$ cat config.mk
export PLATFORM = sky130hd
export DESIGN_NAME = ifetch
export DESIGN_NICKNAME = d
export VERILOG_FILES = /design/src/rtl/ifetch.sv
export SDC_FILE = /design/constraint.sdc
export NUM_CORES = 1
export LEC_CHECK = 0
export CAP_MARGIN = 20
export CORE_ASPECT_RATIO = 0.8
export CORE_UTILIZATION = 45
export CTS_CLUSTER_DIAMETER = 30
export DETAILED_ROUTE_END_ITERATION = 8
export PLACE_DENSITY = 0.76
export SETUP_SLACK_MARGIN = 0.4
export SLEW_MARGIN = 20
export SYNTH_ARGS = -nofsm -noshare
export SYNTH_HDL_FRONTEND = slang
export SYNTH_SLANG_ARGS = --single-unit
$ cat constraint.sdc
create_clock -name clk -period 2.8 [get_ports clk]
set_clock_uncertainty 0.1 [all_clocks]
set_input_delay 0.84 -clock clk [delete_from_list [all_inputs] [get_ports clk]]
set_output_delay 0.84 -clock clk [all_outputs]
set_load 0.02 [all_outputs]
$ cat src/rtl/ifetch.sv
// Instruction-fetch stage: owns the PC, drives the SRAM-like instruction port and
// keeps a single output entry for decode, with flush, ERET and delayed-branch redirects.
//
// state     | meaning
// S_IDLE    | no request outstanding; may raise inst_req or load an ADEL entry
// S_WAIT    | address accepted, read data pending
// S_DISCARD | flushed while data pending; the next inst_data_ok is dropped
module ifetch #(
   parameter logic [31:0] RESET_PC = 32'hBFC00000,
   parameter logic [31:0] EX_ENTRY = 32'hBFC00380
) (
   input  logic        clk,
   input  logic        resetn,
   output logic        inst_req,
   output logic [31:0] inst_addr,
   input  logic        inst_addr_ok,
   input  logic        inst_data_ok,
   input  logic [31:0] inst_rdata,
   output logic        if_valid,
   output logic [31:0] if_pc,
   output logic [31:0] if_inst,
   output logic        if_cp0_ex,
   output logic [4:0]  if_cp0_excode,
   input  logic        id_allowin,
   input  logic        br_redirect,
   input  logic [31:0] br_slot_pc,
   input  logic [31:0] br_target,
   input  logic        ex_flush,
   input  logic        eret_flush,
   input  logic [31:0] cp0_epc
);

   typedef enum logic [1:0] {S_IDLE, S_WAIT, S_DISCARD} state_t;

   state_t      r_state;
   logic [31:0] r_pc;
   logic        r_req;
   logic [31:0] r_fetch_pc;
   logic        r_pend_valid;
   logic [31:0] r_pend_slot;
   logic [31:0] r_pend_target;
   logic        r_buf_valid;
   logic [31:0] r_buf_pc;
   logic [31:0] r_buf_inst;
   logic        r_buf_ex;

   logic        w_flush;
   logic [31:0] w_flush_pc;
   logic        w_idle;
   logic        w_buf_free;
   logic        w_br_pend;
   logic        w_br_now;
   logic        w_fire;
   logic        w_adel;
   logic        w_pend_hit;
   logic [31:0] w_next_pc;

   assign w_flush    = ex_flush | eret_flush;
   assign w_flush_pc = ex_flush ? EX_ENTRY : cp0_epc;
   assign w_idle     = (r_state == S_IDLE);
   assign w_buf_free = !r_buf_valid || id_allowin;

   // Slot not yet issued: defer the target until the slot address goes out.
   assign w_br_pend  = br_redirect && w_idle && (r_pc == br_slot_pc);
   assign w_br_now   = br_redirect && !w_br_pend;

   assign inst_req   = r_req && !w_flush && !w_br_now;
   assign inst_addr  = r_pc;
   assign w_fire     = inst_req && inst_addr_ok;
   assign w_adel     = w_idle && !r_req && w_buf_free && (r_pc[1:0] != 2'b00)
                       && !w_flush && !w_br_now;

   assign w_pend_hit = r_pend_valid && (r_pc == r_pend_slot);
   assign w_next_pc  = w_br_pend  ? br_target :
                       w_pend_hit ? r_pend_target : r_pc + 32'd4;

   assign if_valid      = r_buf_valid;
   assign if_pc         = r_buf_pc;
   assign if_inst       = r_buf_inst;
   assign if_cp0_ex     = r_buf_ex;
   assign if_cp0_excode = r_buf_ex ? 5'h04 : 5'h00;

   always_ff @(posedge clk or negedge resetn) begin
      if (!resetn) begin
         r_state       <= S_IDLE;
         r_pc          <= RESET_PC;
         r_req         <= 1'b0;
         r_fetch_pc    <= 32'd0;
         r_pend_valid  <= 1'b0;
         r_pend_slot   <= 32'd0;
         r_pend_target <= 32'd0;
         r_buf_valid   <= 1'b0;
         r_buf_pc      <= 32'd0;
         r_buf_inst    <= 32'd0;
         r_buf_ex      <= 1'b0;
      end else if (w_flush) begin
         r_pc         <= w_flush_pc;
         r_req        <= 1'b0;
         r_pend_valid <= 1'b0;
         r_buf_valid  <= 1'b0;
         r_buf_pc     <= 32'd0;
         r_buf_inst   <= 32'd0;
         r_buf_ex     <= 1'b0;
         if (r_state == S_WAIT)
            r_state <= inst_data_ok ? S_IDLE : S_DISCARD;
         else if (r_state == S_DISCARD && inst_data_ok)
            r_state <= S_IDLE;
      end else begin
         if (w_br_now)
            r_pc <= br_target;
         else if (w_fire || w_adel)
            r_pc <= w_next_pc;

         if (w_fire || w_br_now)
            r_req <= 1'b0;
         else if (w_idle && w_buf_free && (r_pc[1:0] == 2'b00))
            r_req <= 1'b1;

         if (w_br_pend && !w_fire && !w_adel) begin
            r_pend_valid  <= 1'b1;
            r_pend_slot   <= br_slot_pc;
            r_pend_target <= br_target;
         end else if ((w_fire || w_adel) && (w_br_pend || w_pend_hit)) begin
            r_pend_valid <= 1'b0;
         end

         if (w_fire)
            r_fetch_pc <= r_pc;

         // A reload in the same cycle as consumption wins over the clear.
         if (r_state == S_WAIT && inst_data_ok) begin
            r_buf_valid <= 1'b1;
            r_buf_pc    <= r_fetch_pc;
            r_buf_inst  <= inst_rdata;
            r_buf_ex    <= 1'b0;
         end else if (w_adel) begin
            r_buf_valid <= 1'b1;
            r_buf_pc    <= r_pc;
            r_buf_inst  <= 32'd0;
            r_buf_ex    <= 1'b1;
         end else if (r_buf_valid && id_allowin) begin
            r_buf_valid <= 1'b0;
            r_buf_pc    <= 32'd0;
            r_buf_inst  <= 32'd0;
            r_buf_ex    <= 1'b0;
         end

         case (r_state)
            S_IDLE:    if (w_fire) r_state <= S_WAIT;
            S_WAIT:    if (inst_data_ok) r_state <= S_IDLE;
            S_DISCARD: if (inst_data_ok) r_state <= S_IDLE;
            default:   r_state <= S_IDLE;
         endcase
      end
   end

endmodule

==> After elaboration in Yosys (flattened, before gate mapping) <==
Index checks and enable logic that the tools add are counted.
{ "word_totals": {"register_bits": 198, "in_bits": 136, "out_inout_bits": 104, "elab_cells": 96} }
{ "classes": {"add_sub_neg": 1, "bitwise_logic": 2, "eq_ne": 7, "n_reduce_logical": 42, "muxes": 33} }
{ "op_table": {"columns": ["cell", "n"], "rows": [
  ["$mux W32", 13],
  ["$eq A32 B32 Y1", 2],
  ["$add A32 B3 Y32 const B", 1],
  ["$logic_and A1 B1 Y1", 20],
  ["$mux W1", 12],
  ["$mux W2", 6],
  ["$reduce_bool A3 Y1", 3],
  ["$logic_not A1 Y1", 7],
  ["$ne A3 B1 Y1 const B", 2],
  ["$logic_not A2 Y1", 2],
  ["$logic_or A1 B1 Y1", 4],
  ["$pmux W2 S2", 1],
  ["$reduce_and A2 Y1", 2],
  ["$reduce_bool A4 Y1", 1],
  ["$mux W3", 1],
  ["$ne A3 B2 Y1 const B", 1],
  ["$reduce_and A3 Y1", 1],
  ["$eq A2 B1 Y1 const B", 1],
  ["$eq A2 B2 Y1 const B", 1],
  ["$reduce_bool A2 Y1", 1],
  ["$reduce_or A2 Y1", 1],
  ["$not A1 Y1", 1],
  ["$or A1 B1 Y1", 1]
]} }

==> Logic depth before layout (Yosys ltp) <==
{ "depth": {"depth_word": 13, "depth_mapped": 11, "depth_no_buf": 8} }

==> Worst setup path before layout <==
OpenSTA, ideal clock, no wires.
{ "synth_timing": {"path_type": "input port to output port", "start": "in br_slot_pc[13]", "end": "out inst_req", "path_buffers": 0, "slack_ns": -0.445, "t_required_ns": 1.860, "cell_stages": 6, "arrival_time_ns": 2.305, "path_cell_list": "xor2_1 > nor4_1 > nand4_1 > nor4_1 > o21ai_0 > nor2_1"} }
{ "synth_between": {"elab_chain_cells": 6} }
{ "synth_rtl": {"columns": ["element", "line", "source"], "rows": [
  ["start, declared", "26", "input logic [31:0] br_slot_pc,"],
  ["$eq A32 B32 Y1", "64", "assign w_br_pend = br_redirect && w_idle && (r_pc == br_slot_pc);"],
  ["$logic_and A1 B1 Y1", "64", null],
  ["$logic_not A1 Y1", "65", "assign w_br_now = br_redirect && !w_br_pend;"],
  ["$logic_and A1 B1 Y1", "65", null],
  ["$logic_not A1 Y1", "67", "assign inst_req = r_req && !w_flush && !w_br_now;"],
  ["$logic_and A1 B1 Y1", "67", null],
  ["end, declared", "14", "output logic inst_req,"]
]} }
No other way between the ends.

==> Final worst setup path <==
{ "layout_timing": {"start": "in br_slot_pc[30]", "end": "out inst_req"} }
Same word-level chain as after synthesis.

==> results.yml <==
status:
  status: "finished, violations left"
  violations: "negative setup slack"
timing:
  hold_viol: 0
  clock.fmax_ghz: 0.281
  post-route-min-period_ps: 3560
  tightest_slew_ps: 906
  relSlewSlack_pct: 39.5
  post-route-period-util_pct: 127
  maxSlewViolCount: 0
  setup_viol: 196
  rsz0062_at_grt: "true"
  setup_ws_ps: -761
setup_path:
  r2r_start: "inst_addr[27]$_DFFE_PN1P_"
  crit_chain: "buf_2 > xor2_1 > nor4_4 > buf_4 > nand3_4 > nor4_4 > o21ai_2 > nor2_4 > buf_6"
  crit_path_max_fanout: 2
  cp_common_cell: "nor4_4"
  end_kind: "output pin"
  worst-setup-path-type: "in -> out"
  slowest_delay_ps: 360
  cpMaxStageDelayCell: "nor4_4"
  critical_path_required_ps: 1860
  crit_path_start_kind: "input port"
  crit_path_start: "br_slot_pc[30]"
  critPathBufInv: 3
  cp_top_family: "simple AND/OR/NAND/NOR gates"
  critPathArrivalTime_ps: 2620
clock_tree:
  h-tree-depth: 4
  clockBufferDepth: 2
  cts_sinks: 198
  cts.clk_slew.worst_paths_ps: 80
  cts_buffers: 17
  root_buffer: "clkbuf_16"
  cts_tree: "built"
  clock_latency_ps: 460
power:
  power_mw: 7.63
  ir_drop_uv: 365
  leakagePower_nw: 7.77
  power_density_nw_per_um2: 470
synth:
  synth_fa_ha_area_share_pct: 0.501
  synth_top_family_by_area: "compound AO/OA/AOI/OAI gates"
  netlist_area_um2: 9990
  synthSimpleGateAreaFrac_pct: 9.68
  synthXorXnorAreaFrac_pct: 7.63
  yosysWarnings: 0
  synth_edf_count: 0
  ys_seq_elements: 198
  synth_ff_type: "dfrtp_1"
  async_flop_share_pct: 100
  ys_seq_area_share_pct: 49.7
  synth.distinct_cells: 60
  synth_compound_area_share_pct: 15.2
  syn_inst: 872
  synth_mux_area_share_pct: 12.3
  synth_area_per_cell_um2: 11.5
layout:
  fin_area_um2: 16200
  synthToLayoutAreaGrowth_pct: 62.4
  fin_nets: 1378
  layout_commonest_cell: "dfrtp_1"
  drive_above_1_share_pct: 37.7
  final_cell_mix: "dfrtp_1 (181), clkdlybuf4s50_1 (130), mux2_4 (97)"
drt:
  drc: 0
  ant_nets: 0
  dr.pass1.iters: 6
  drtIter0Drc: 1227
  dr_total_vias: 10100
  via_per_inst: 6.48
  drt-wirelength-per-cell_um: 28.5
  wl_um: 44300
place:
  dpl.hpwl_um: 24900
  place_area_um2: 13300
  gp_congestion: 0.929
  io_buffers: 235
die:
  fp.dieH_um: 135
  pin_count: 240
  dieArea_um2: 22800
  fp.coreArea_um2: 21700
  fp.dieW_um: 169
  start_util_pct: 46.1
  rows: 48
global_route:
  grt_pass1_vias: 9809
  grtUsageTotal_pct: 36.3
  antenna_found_initial: 1
  grt_start_max_net_pins: 55
  gr-total-overflow: 0
  grt_pass1_wl_um: 60700
min_path:
  hp-class: "in -> async"
job:
  max-cap-violations: 0
routing by layer:
| layer | part of all wire (%) | global-route usage (%) |
|---|---|---|
| met1 | 38 | 48.2 |
| met2 | 45 | 54.5 |
| met3 | 12 | 11.7 |
| met4 | 4.6 | 16.1 |
| met5 | 0 | 0 |
area by class of cell:
cell class / instances / area [µm²]
timing repair buffer: 419 / 4570
sequential: 198 / 4980
inverter: 13 / 48.8
fill: 1247 / 5460
multi-input combinational: 589 / 5640
tap: 300 / 375
clock buffer: 19 / 443
antenna: 1 / 2.50
clock inverter: 13 / 164
state kept, by name, summed over array words and instances (netlist names), 2 cells and up:
register / flops
if_pc: 32
r_pend_slot: 32
r_state: 2
if_inst: 32
inst_addr: 32
r_pend_target: 32
r_fetch_pc: 32
cell usage after synthesis (5+ instances only):
| cell | count | share of area [%] |
|---|---|---|
| a32o_1 | 5 | 0.50 |
| clkbuf_1 | 39 | 1.5 |
| mux2i_1 | 11 | 1.1 |
| nor3_1 | 12 | 0.60 |
| buf_2 | 26 | 1.3 |
| o22ai_1 | 11 | 0.69 |
| nand4_1 | 14 | 0.88 |
| a22oi_1 | 15 | 1.1 |
| nor4_1 | 12 | 0.75 |
| a22o_1 | 35 | 3.1 |
| buf_6 | 11 | 1.2 |
| buf_4 | 5 | 0.38 |
| and2_1 | 29 | 1.8 |
| xnor2_1 | 42 | 3.7 |
| o211ai_1 | 15 | 1.1 |
| nand3_1 | 19 | 0.95 |
| inv_1 | 12 | 0.45 |
| o21ai_0 | 16 | 0.80 |
| nor2_1 | 25 | 0.94 |
| nand2_1 | 41 | 1.5 |
| dfrtp_1 | 189 | 47 |
| a21oi_1 | 18 | 0.90 |
| and3_1 | 7 | 0.44 |
| a31oi_1 | 12 | 0.75 |
| dfstp_2 | 9 | 2.4 |
| a221o_1 | 32 | 3.2 |
| mux2_2 | 99 | 11 |
| nand2b_1 | 11 | 0.69 |
| xor2_1 | 45 | 3.9 |
worst reg2reg max path: cells and delay by family (launching register included):
| family | cells | cell delay [ps] |
|---|---|---|
| compound gates | 2 | 530 |
| xor+xnor | 1 | 90 |
| buf+inv | 8 | 990 |
| flops | 1 | 590 |
| simple gates | 4 | 910 |
kinds of logic after synthesis:
family | count (synthesis)
AOI/OAI and AO/OA | 193
xor gates and xnor gates | 87
adders and majority gates | 4
buffers and inverters | 95
DFF | 198
muxes | 110
other | 1
and+or+nand+nor | 184
power breakdown:
| group | internal, mW | total [mW] | switching, mW |
|---|---|---|---|
| combinational | 0.882 | 1.91 | 1.03 |
| clock | 1.31 | 2.60 | 1.29 |
| sequential | 3.00 | 3.12 | 0.125 |
| total | 5.19 | 7.63 | 2.45 |
worst paths after layout:
path,to,slack (ps),depth (start not counted)
max,inst_req,-760,9
min,if_pc[5]$_DFFE_PN0P_,250,1
max reg2reg,if_pc[8]$_DFFE_PN0P_,-450,15
min reg2reg,if_inst[10]$_DFFE_PN0P_,400,1
max in group asynchronous,if_inst[5]$_DFFE_PN0P_,1560,2
min in group clk,if_inst[10]$_DFFE_PN0P_,400,1
metrics by stage:
step           setup WS (ps)  instances  setup TNS (ps)  hold slack (ps)  util, %
2_1_floorplan           -232        875          -18730              372        -
3_3_place_gp           -1420       1434         -165500              380     61.2
3_5_place_dp           -1490       1434         -174690              381     61.2
4_1_cts                 -546       1536          -15480              269     72.1
5_1_grt                 -811       1551          -73800              278     74.8
6_report                -761       1552          -70560              251     74.8
repair_timing:
| item | in CTS | in global routing |
|---|---|---|
| pin swaps | 41 | 30 |
| gates resized for setup | 385 | 172 |
| buffers inserted | 43 | 15 |
| cloned | 27 | 0 |
| setup endpoints to repair | 239 | 252 |
| hold buffers | 0 | 0 |
No activity file was read; power rests on OpenSTA's default activity.
